### src/rtl/cmp42_bank_arbiter_if.sv
// Request/response bus between the partial-product generators and the shared
// pro_4 compressor bank.
`timescale 1ns/1ps
interface cmp42_bank_arbiter_if #(
  parameter int NREQ  = 4,
  parameter int LANES = 8
);
  logic [NREQ-1:0]       req_valid;
  logic [NREQ-1:0]       req_ready;
  logic [NREQ*LANES-1:0] req_a;
  logic [NREQ*LANES-1:0] req_b;
  logic [NREQ*LANES-1:0] req_c;
  logic [NREQ*LANES-1:0] req_d;
  logic                  rsp_valid;
  logic                  rsp_ready;
  logic [LANES-1:0]      rsp_s;
  logic [LANES-1:0]      rsp_c;
  logic [1:0]            rsp_id;
  logic [15:0]           ops_cnt;

  modport master (
    output req_valid, req_a, req_b, req_c, req_d, rsp_ready,
    input  req_ready, rsp_valid, rsp_s, rsp_c, rsp_id, ops_cnt
  );

  modport slave (
    input  req_valid, req_a, req_b, req_c, req_d, rsp_ready,
    output req_ready, rsp_valid, rsp_s, rsp_c, rsp_id, ops_cnt
  );
endinterface

### src/rtl/cmp42_bank_arbiter.sv
// Round-robin sharing of one bank of approximate 4-2 compressors (pro_4)
// among NREQ requesters, with a two-stage pipeline and tagged responses.
`timescale 1ns/1ps
module pro_4 (
  input  logic a,
  input  logic b,
  input  logic c,
  input  logic d,
  output logic s,
  output logic co
);
  logic t1;
  logic t2;

  assign t1 = a ^ b;
  assign t2 = c ^ d;
  assign s  = t1 ? t2 : ~(c | d);
  assign co = ~((~(a | b) & ~(c & d)) | (~(c | d) & ~(a & b)));
endmodule

module cmp42_bank_arbiter #(
  parameter int NREQ  = 4,
  parameter int LANES = 8
) (
  input  logic                clk,
  input  logic                rst_n,
  cmp42_bank_arbiter_if.slave bus
);
  logic [1:0]       rr_ptr;
  logic [NREQ-1:0]  grant;
  logic [1:0]       grant_id;
  logic [1:0]       cand;
  logic             found;
  logic             xfer;
  logic             load_ok_p1;
  logic             adv_p1;
  logic             rsp_fire;

  logic             vld_p1;
  logic [1:0]       id_p1;
  logic [LANES-1:0] a_p1;
  logic [LANES-1:0] b_p1;
  logic [LANES-1:0] c_p1;
  logic [LANES-1:0] d_p1;

  logic [LANES-1:0] s_bank;
  logic [LANES-1:0] c_bank;

  logic             vld_p2;
  logic [1:0]       id_p2;
  logic [LANES-1:0] s_p2;
  logic [LANES-1:0] c_p2;
  logic [15:0]      ops_cnt_q;

  function automatic logic [15:0] sat_inc16(input logic [15:0] v);
    return (v == 16'hFFFF) ? v : v + 16'd1;
  endfunction

  function automatic logic [1:0] ptr_after(input logic [1:0] id);
    return 2'((int'(id) + 1) % NREQ);
  endfunction

  // Grant depends only on req_valid and rr_ptr, so it never loops back on ready.
  always_comb begin
    grant    = '0;
    grant_id = '0;
    found    = 1'b0;
    cand     = '0;
    for (int k = 0; k < NREQ; k++) begin
      cand = 2'((int'(rr_ptr) + k) % NREQ);
      if (!found && bus.req_valid[cand]) begin
        grant[cand] = 1'b1;
        grant_id    = cand;
        found       = 1'b1;
      end
    end
  end

  assign adv_p1        = vld_p1 & (~vld_p2 | bus.rsp_ready);
  assign load_ok_p1    = ~vld_p1 | adv_p1;
  assign bus.req_ready = grant & {NREQ{load_ok_p1}};
  assign xfer          = |(bus.req_valid & bus.req_ready);
  assign rsp_fire      = vld_p2 & bus.rsp_ready;

  always_ff @(posedge clk or negedge rst_n) begin
    if (!rst_n) begin
      rr_ptr <= '0;
    end else if (xfer) begin
      rr_ptr <= ptr_after(grant_id);
    end
  end

  // Stage 0 -> 1: register the granted operands and their requester id.
  always_ff @(posedge clk or negedge rst_n) begin
    if (!rst_n) begin
      vld_p1 <= 1'b0;
    end else if (load_ok_p1) begin
      vld_p1 <= xfer;
    end
  end

  always_ff @(posedge clk) begin
    if (load_ok_p1 && xfer) begin
      id_p1 <= grant_id;
      a_p1  <= bus.req_a[int'(grant_id)*LANES +: LANES];
      b_p1  <= bus.req_b[int'(grant_id)*LANES +: LANES];
      c_p1  <= bus.req_c[int'(grant_id)*LANES +: LANES];
      d_p1  <= bus.req_d[int'(grant_id)*LANES +: LANES];
    end
  end

  for (genvar j = 0; j < LANES; j++) begin : g_lane
    pro_4 u_cell (
      .a  (a_p1[j]),
      .b  (b_p1[j]),
      .c  (c_p1[j]),
      .d  (d_p1[j]),
      .s  (s_bank[j]),
      .co (c_bank[j])
    );
  end

  // Stage 1 -> 2: capture compressor outputs; the response port holds while stalled.
  always_ff @(posedge clk or negedge rst_n) begin
    if (!rst_n) begin
      vld_p2 <= 1'b0;
      id_p2  <= '0;
      s_p2   <= '0;
      c_p2   <= '0;
    end else if (adv_p1) begin
      vld_p2 <= 1'b1;
      id_p2  <= id_p1;
      s_p2   <= s_bank;
      c_p2   <= c_bank;
    end else if (rsp_fire) begin
      vld_p2 <= 1'b0;
    end
  end

  always_ff @(posedge clk or negedge rst_n) begin
    if (!rst_n) begin
      ops_cnt_q <= '0;
    end else if (rsp_fire) begin
      ops_cnt_q <= sat_inc16(ops_cnt_q);
    end
  end

  assign bus.rsp_valid = vld_p2;
  assign bus.rsp_s     = s_p2;
  assign bus.rsp_c     = c_p2;
  assign bus.rsp_id    = id_p2;
  assign bus.ops_cnt   = ops_cnt_q;
endmodule

### src/flat_wrapper.sv
// flat-port wrapper written by rule: the top's interface ports become plain ports
module cmp42_bank_arbiter_flat 
#(
  parameter int NREQ  = 4,
  parameter int LANES = 8
)
  (clk, rst_n, bus_req_valid, bus_req_a, bus_req_b, bus_req_c, bus_req_d, bus_rsp_ready, bus_req_ready, bus_rsp_valid, bus_rsp_s, bus_rsp_c, bus_rsp_id, bus_ops_cnt);
  cmp42_bank_arbiter_if #(.NREQ(NREQ), .LANES(LANES)) bus_i ();
  input  logic clk;
  input  logic rst_n;
  input wire logic [$bits(bus_i.req_valid)-1:0] bus_req_valid;
  input wire logic [$bits(bus_i.req_a)-1:0] bus_req_a;
  input wire logic [$bits(bus_i.req_b)-1:0] bus_req_b;
  input wire logic [$bits(bus_i.req_c)-1:0] bus_req_c;
  input wire logic [$bits(bus_i.req_d)-1:0] bus_req_d;
  input wire logic [$bits(bus_i.rsp_ready)-1:0] bus_rsp_ready;
  output wire logic [$bits(bus_i.req_ready)-1:0] bus_req_ready;
  output wire logic [$bits(bus_i.rsp_valid)-1:0] bus_rsp_valid;
  output wire logic [$bits(bus_i.rsp_s)-1:0] bus_rsp_s;
  output wire logic [$bits(bus_i.rsp_c)-1:0] bus_rsp_c;
  output wire logic [$bits(bus_i.rsp_id)-1:0] bus_rsp_id;
  output wire logic [$bits(bus_i.ops_cnt)-1:0] bus_ops_cnt;
  assign bus_i.req_valid = bus_req_valid;
  assign bus_i.req_a = bus_req_a;
  assign bus_i.req_b = bus_req_b;
  assign bus_i.req_c = bus_req_c;
  assign bus_i.req_d = bus_req_d;
  assign bus_i.rsp_ready = bus_rsp_ready;
  assign bus_req_ready = bus_i.req_ready;
  assign bus_rsp_valid = bus_i.rsp_valid;
  assign bus_rsp_s = bus_i.rsp_s;
  assign bus_rsp_c = bus_i.rsp_c;
  assign bus_rsp_id = bus_i.rsp_id;
  assign bus_ops_cnt = bus_i.ops_cnt;
  cmp42_bank_arbiter #(.NREQ(NREQ), .LANES(LANES)) u_core (.clk(clk), .rst_n(rst_n), .bus(bus_i));
endmodule
### config.mk
export PLATFORM = sky130hd
export DESIGN_NAME = cmp42_bank_arbiter_flat
export DESIGN_NICKNAME = d
export VERILOG_FILES = /design/src/rtl/cmp42_bank_arbiter_if.sv /design/src/rtl/cmp42_bank_arbiter.sv /design/src/flat_wrapper.sv
export SDC_FILE = /design/constraint.sdc
export NUM_CORES = 1
export LEC_CHECK = 0
export BUFFER_PORTS_ARGS = -buffer_cell sky130_fd_sc_hd__buf_2
export CORE_AREA = 2 2 108 110
export CTS_BUF_LIST = sky130_fd_sc_hd__clkbuf_4 sky130_fd_sc_hd__clkbuf_8
export CTS_CLUSTER_SIZE = 10
export DETAILED_ROUTE_END_ITERATION = 8
export DIE_AREA = 0 0 110 112
export HOLD_SLACK_MARGIN = 0.06
export PLACE_DENSITY = 0.7
export SLEW_MARGIN = 25
export SYNTH_ARGS = -nofsm -noshare
export SYNTH_HDL_FRONTEND = slang
export SYNTH_SLANG_ARGS = --single-unit
export TNS_END_PERCENT = 100
### constraint.sdc
create_clock -name clk -period 5.1 [get_ports clk]
set_clock_uncertainty 0.15 [all_clocks]
set_input_delay 0.51 -clock clk [delete_from_list [all_inputs] [get_ports clk]]
set_output_delay 0.51 -clock clk [all_outputs]
set_load 0.03 [all_outputs]
After elaboration in Yosys (flattened, before gate mapping). Cells that the tools add are included.

Add/sub/neg operators: 5. Multiply operators: 0. Divide/modulo/power cells: 0. $lt $le $gt $ge: 8. Eq/ne operators: 1. Shift operators: 4. Multiplexer cells: 37. Bitwise gates (word level): 124. Reductions and logical operators: 14.

Operators with widths (number): $shiftx A32 B6 Y8 (4); $not A1 Y1 (43); $and A1 B1 Y1 (34); $or A1 B1 Y1 (26); $mux W1 (21); $add A16 B1 Y16 const B (1); $eq A16 B16 Y1 const B (1); $mux W4 (4); $xor A1 B1 Y1 (16); $lt A2 B3 Y1 const B (4); $or A4 B4 Y4 (3); $and A4 B4 Y4 (2); $bmux W1 S2 (4); $demux W1 S2 (4); $ge A2 B1 Y1 const B (4); $logic_and A1 B1 Y1 (8); $mux W2 (4); $add A2 B1 Y2 const B (2); $add A2 B2 Y2 const B (2); $reduce_or A4 Y1 (1); $logic_not A1 Y1 (3); $reduce_and A2 Y1 (1); $reduce_bool A2 Y1 (1).

Register bits after elaboration: 72. Latch bits: 0. Bits in writable memories: 0. Bits in read-only memories: 0. Input bits: 135. Output and inout port bits: 39. Logic and storage cells: 205. Memories: 0.

Longest topological paths before layout.
Depth in word-level cells: 16. Gate-level depth with buffers: 11. Depth with buffers taken out: 8.

Hierarchy. From an unflattened synthesis, not the netlist that was laid out.

Cells, all modules: 428. Area, all modules: 5033.6 µm².

Modules (own cells, without submodules): cmp42_bank_arbiter (times used 1, cells an instance 332, area an instance 4272.8 µm², sequential area each 1971.9 µm²); pro_4 (times used 8, cells an instance 12, area an instance 95.1 µm², sequential area each 0.0 µm²).

Worst setup path after synthesis. OpenSTA, ideal clock, no wires.

Path kind: reg2reg. From: register u_core.rr_ptr[0]. To: register u_core.a_p1[0] (enable). Library setup time: 0.688 ns. Arrival: 3.067 ns. Data required time: 4.262 ns. Path slack: 1.195 ns. Cell stages (with the launch flop): 9. Path buffers: 1. Clock period less this slack: 3.905 ns. Cell sequence: dfrtp_1 buf_6 inv_1 ha_1 mux4_2 nor2b_1 a21oi_1 o22a_1 nand4_1.

Longest elaborated chain between the ends: 16. Elaborated cells on any way between the ends: 51. Classes of those cells: add/sub: 3; order compare: 8; mux: 23; bitwise: 5; reduce/logical: 12.

RTL lines: start, declared (RTL line cmp42_bank_arbiter.sv:29) `logic [1:0] rr_ptr;`; start signal, assigned (RTL line cmp42_bank_arbiter.sv:89) `rr_ptr <= ptr_after(grant_id);`; parallel branches: the longest is 11 deep, another holds $lt A2 B3 Y1; $mux W4 * (RTL line cmp42_bank_arbiter.sv:71) `if (!found && bus.req_valid[cand]) begin`; $and A4 B4 Y4 * (RTL line cmp42_bank_arbiter.sv:81) `assign bus.req_ready = grant & {NREQ{load_ok_p1}};`; $and A4 B4 Y4 * (RTL line cmp42_bank_arbiter.sv:82) `assign xfer = |(bus.req_valid & bus.req_ready);`; $reduce_or A4 Y1 * (RTL line cmp42_bank_arbiter.sv:82); $logic_and A1 B1 Y1 * (RTL line cmp42_bank_arbiter.sv:103) `if (load_ok_p1 && xfer) begin`; end signal, assigned (RTL line cmp42_bank_arbiter.sv:105) `a_p1 <= bus.req_a[int'(grant_id)*LANES +: LANES];`; end, declared (RTL line cmp42_bank_arbiter.sv:41) `logic [LANES-1:0] a_p1;`.

Mark *: on every way between the ends. The select of a mux whose other input is x is not followed. A chain may end at the register's enable or synchronous reset.

Worst setup path after layout.
From: register u_core.rr_ptr[0]. To: output bus_req_ready[2].

Longest elaborated chain between the ends: 13. Elaborated cells on any way between the ends: 48. Classes of those cells: add/sub: 3; order compare: 8; mux: 23; bitwise: 4; reduce/logical: 10.

RTL lines: parallel branches: the longest is 11 deep, another holds $lt A2 B3 Y1; $mux W4 * (RTL line cmp42_bank_arbiter.sv:71); $and A4 B4 Y4 * (RTL line cmp42_bank_arbiter.sv:81); end, declared (RTL line flat_wrapper.sv:17) `output wire logic [$bits(bus_i.req_ready)-1:0] bus_req_ready;`.

Marks and branches as above.

==> summary.txt <==
Global routing
  • Number of global-route vias before repair: ~3.7k
  • Pin count of the biggest net entering global routing: 39
  • Initial antenna violation count: 0
  • Grt ovf: 0
  • First-pass GRT wire length: between 15000 and 20000 µm
  • Total GRT Usage: 0.1754

Logic synthesis
  • Avg Synthesized Cell Area: roughly 11 µm²
  • Synth warn: 0
  • Ys async rst share: 0.5278
  • Synth Flop Type: dfrtp_1
  • Sequential share of the synthesized area: 0.4019
  • Yosys cell types: 42
  • Mapped Cells: approximately 450
  • Syn nets: roughly 620
  • Cell taking the most area after synthesis: mux2i_1
  • Post-Syn Area: between 4000 and 5000 µm²
  • #FFs+latches synth: 72
  • Top cell type's share of synthesized area: 0.2183
  • Number of synthesized flops with an enable pin: 34
  • Synth top area cells: mux2i_1 22%, edfxtp_1 21%, dfrtp_1 19%, ha_1 10%, inv_1 4.1%

Route
  • DRT iter0 DRCs: roughly 150
  • Met2 routed WL: roughly 5600 µm
  • Highest routed layer: met4
  • Met3 WL: between 500 and 600 µm
  • Wire per inst: about 14 µm
  • Met1 wire length: 4342 µm
  • Number of remaining DRC errors: 0
  • Final ANT Viol Nets: 0
  • Total number of vias: about 3.8k
  • First-pass detailed-route iteration total: 5
  • Total wire length: 10720 µm
  • Via density: 5.030

Floorplanning
  • Starting Density: 0.4390
  • Die height: ~110 µm
  • Core area: between 10000 and 15000 µm²
  • Die ar.: between 10000 and 15000 µm²
  • Core Rows: 39
  • IO Pins: between 150 and 200
  • Die Wd: between 100 and 150 µm

Placement
  • Cells after DPL: around 750
  • Gpl congestion: about 0.87
  • Port Buf Inserts: 173
  • DP HPWL: approximately 8400 µm
  • Pre-CTS setup slack: ~1.2 ns

Clock network
  • Clk_lat worst skew: about 0.34 ns
  • # Post-CTS Setup Buffers: 0
  • Post_cts resized: 0
  • H-tree depth: 3
  • Inserted Clock Buffers: 9
  • CTS Sinks: 72
  • Maximum root-to-sink buffer count: 2
  • Clk root buf: clkbuf_8
  • Clk slew on worst S/H paths: roughly 0.08 ns
  • Number of hold buffers added after CTS: 0
  • CTS tree: yes

STA
  • Worst-Margin Slew: 0.8643 ns
  • RSZ-0062 raised after global routing: no
  • Final critical-path required period: 3.948 ns
  • Fmax achieved: approximately 0.25 GHz
  • Worst setup margin: 1.152 ns
  • Final setup TNS: 0 ns
  • Period utilization: 0.7742
  • Final setup vio count: 0
  • Endpoints failing hold: 0
  • Slew Viols, Final: 0
  • Max-slew headroom: 0.4238

Setup path
  • Reg-to-reg startpoint: u_core.rr_ptr[0]$_DFFE_PN0P_
  • Crit path capture type: output pin
  • Worst EP required: ~4.4 ns
  • Critical path launch point type: flip-flop
  • Peak fanout along the critical path: 14
  • R2r worst-path depth: 8
  • Reg-to-reg endpoint: u_core.d_p1[7]$_DFFE_PP_
  • Kind of critical path: flip-flop to output pin
  • R2R setup slack: about 1.2 ns
  • Data arrival, critical path: roughly 3.3 ns

Run
  • Max-cap violations: 0

Pwr
  • Power per cell area: roughly 730 nW/µm²
  • Total power draw: about 0.0044 W
  • LEAKAGE: 3.202 nW
  • Worst vdd ir: around 0.37 mV

Cells and area
  • FILL cells: between 1k and 1.5k
  • Commonest non-fill, non-tap cell in the layout: buf_2
  • Diodes inserted: 0
  • Commonest non-fill, non-tap cells in the layout: 173 x buf_2, 107 x mux2i_1, 53 x inv_1, 41 x ha_1, 38 x dfrtp_1
  • Multi-input gate area: ~2600 µm²
  • Fin nets: 793
  • Share of cells above drive strength 1: 0.3360
  • Sequential cell area: approximately 2000 µm²
  • Post-Layout Cell Count: ~770
  • Area Growth Syn to Fin: 24.56%

Hold path
  • Tightest Hold Check Type: input pin to async pin

Outcome
  • Outcome: finished clean
## worst max-delay path by stage
stage | startpoint | end | slack [ns] | cells after the start
final | u_core.rr_ptr[0]$_DFFE_PN0P_ | bus_req_ready[2] | 1.15 | 7
after global routing | u_core.rr_ptr[0]$_DFFE_PN0P_ | bus_req_ready[2] | 0.92 | 7
after CTS | u_core.rr_ptr[0]$_DFFE_PN0P_ | bus_req_ready[2] | 1.14 | 7
after detailed placement | u_core.rr_ptr[0]$_DFFE_PN0P_ | u_core.d_p1[7]$_DFFE_PP_ | 1.20 | 8
after global placement | u_core.rr_ptr[0]$_DFFE_PN0P_ | u_core.c_p1[7]$_DFFE_PP_ | 1.36 | 8
after floorplan | u_core.rr_ptr[0]$_DFFE_PN0P_ | u_core.a_p1[0]$_DFFE_PP_ | 1.20 | 8
## cell usage after synthesis (2+ instances only)
cell type,n
clkbuf_1,4
nand2b_1,4
a311oi_1,2
o22ai_1,8
and3_1,3
o21ai_0,20
xor2_1,6
nand2_1,33
mux4_2,4
buf_2,6
and2_1,3
inv_1,53
a21oi_1,8
nand3b_1,7
buf_12,3
ha_1,41
mux2i_1,107
nand3_1,3
mux2_2,5
or3_1,2
buf_6,2
xnor2_1,8
nor2_1,13
a211o_1,2
edfxtp_1,34
dfrtp_1,38
and4_1,4
or2_2,3
nand4_1,4
a21boi_0,3
## sequential cells by signal (all words and copies together), names as in the netlist
signal and flops:
u_core.d_p1 8, u_core.a_p1 8, u_core.bus.rsp_s 8, u_core.rr_ptr 2
u_core.b_p1 8, u_core.bus.ops_cnt 16, u_core.bus.rsp_id 2, u_core.id_p1 2
u_core.bus.rsp_valid 1, u_core.c_p1 8, u_core.vld_p1 1, u_core.bus.rsp_c 8
## routing by layer
metal | track usage | vias to the layer above
met3 | 0.02927 | 14
met4 | 0.05654 | 0
met5 | 0 | -
met1 | 0.2118 | 1796
li1 | - | 1913
met2 | 0.3121 | 125
## metrics by stage
| step | utilization | hold slack [ns] | area (µm²) |
|---|---|---|---|
| after floorplan | - | 0.06441 | 4906 |
| after CTS | 0.5466 | 0.1740 | 6108 |
| after global placement | 0.5252 | 0.3085 | 5869 |
| after detailed placement | 0.5252 | 0.3148 | 5869 |
| after global routing | 0.5469 | 0.2106 | 6111 |
| final | 0.5469 | 0.1324 | 6111 |
## where the power goes
group	internal (W)	total, W	switching [W]
Clock	0.000329	0.000544	0.000216
Sequential	0.00105	0.00125	0.000200
Combinational	0.00114	0.00265	0.00151
Total	0.00252	0.00444	0.00192
## critical path: stages (launching register included)
cell     delay (ns)
dfrtp_1        0.68
inv_1          0.29
ha_1           0.43
mux4_2         0.60
or3_1          0.46
a21oi_1        0.18
or2_2          0.13
buf_2          0.18
## kinds of logic after synthesis
group / after synthesis / share of synthesized area
multiplexers: 116 / 0.2482
AND/OR/NAND/NOR: 83 / 0.08799
flip-flops: 72 / 0.4019
buffers and inverters: 69 / 0.06962
AO/OA/AOI/OAI: 50 / 0.06274
adder cells (fa/ha/maj): 41 / 0.1046
XOR/XNOR: 14 / 0.02499
## cell type report
class	instances	share of cell area
Tap cell	143	0.02928
Multi-Input combinational cell	304	0.4277
Timing Repair Buffer	177	0.1486
Inverter	53	0.03256
Clock inverter	6	0.01761
Clock buffer	10	0.02150
Sequential cell	72	0.3227
Power figures use the tool's default switching activity.
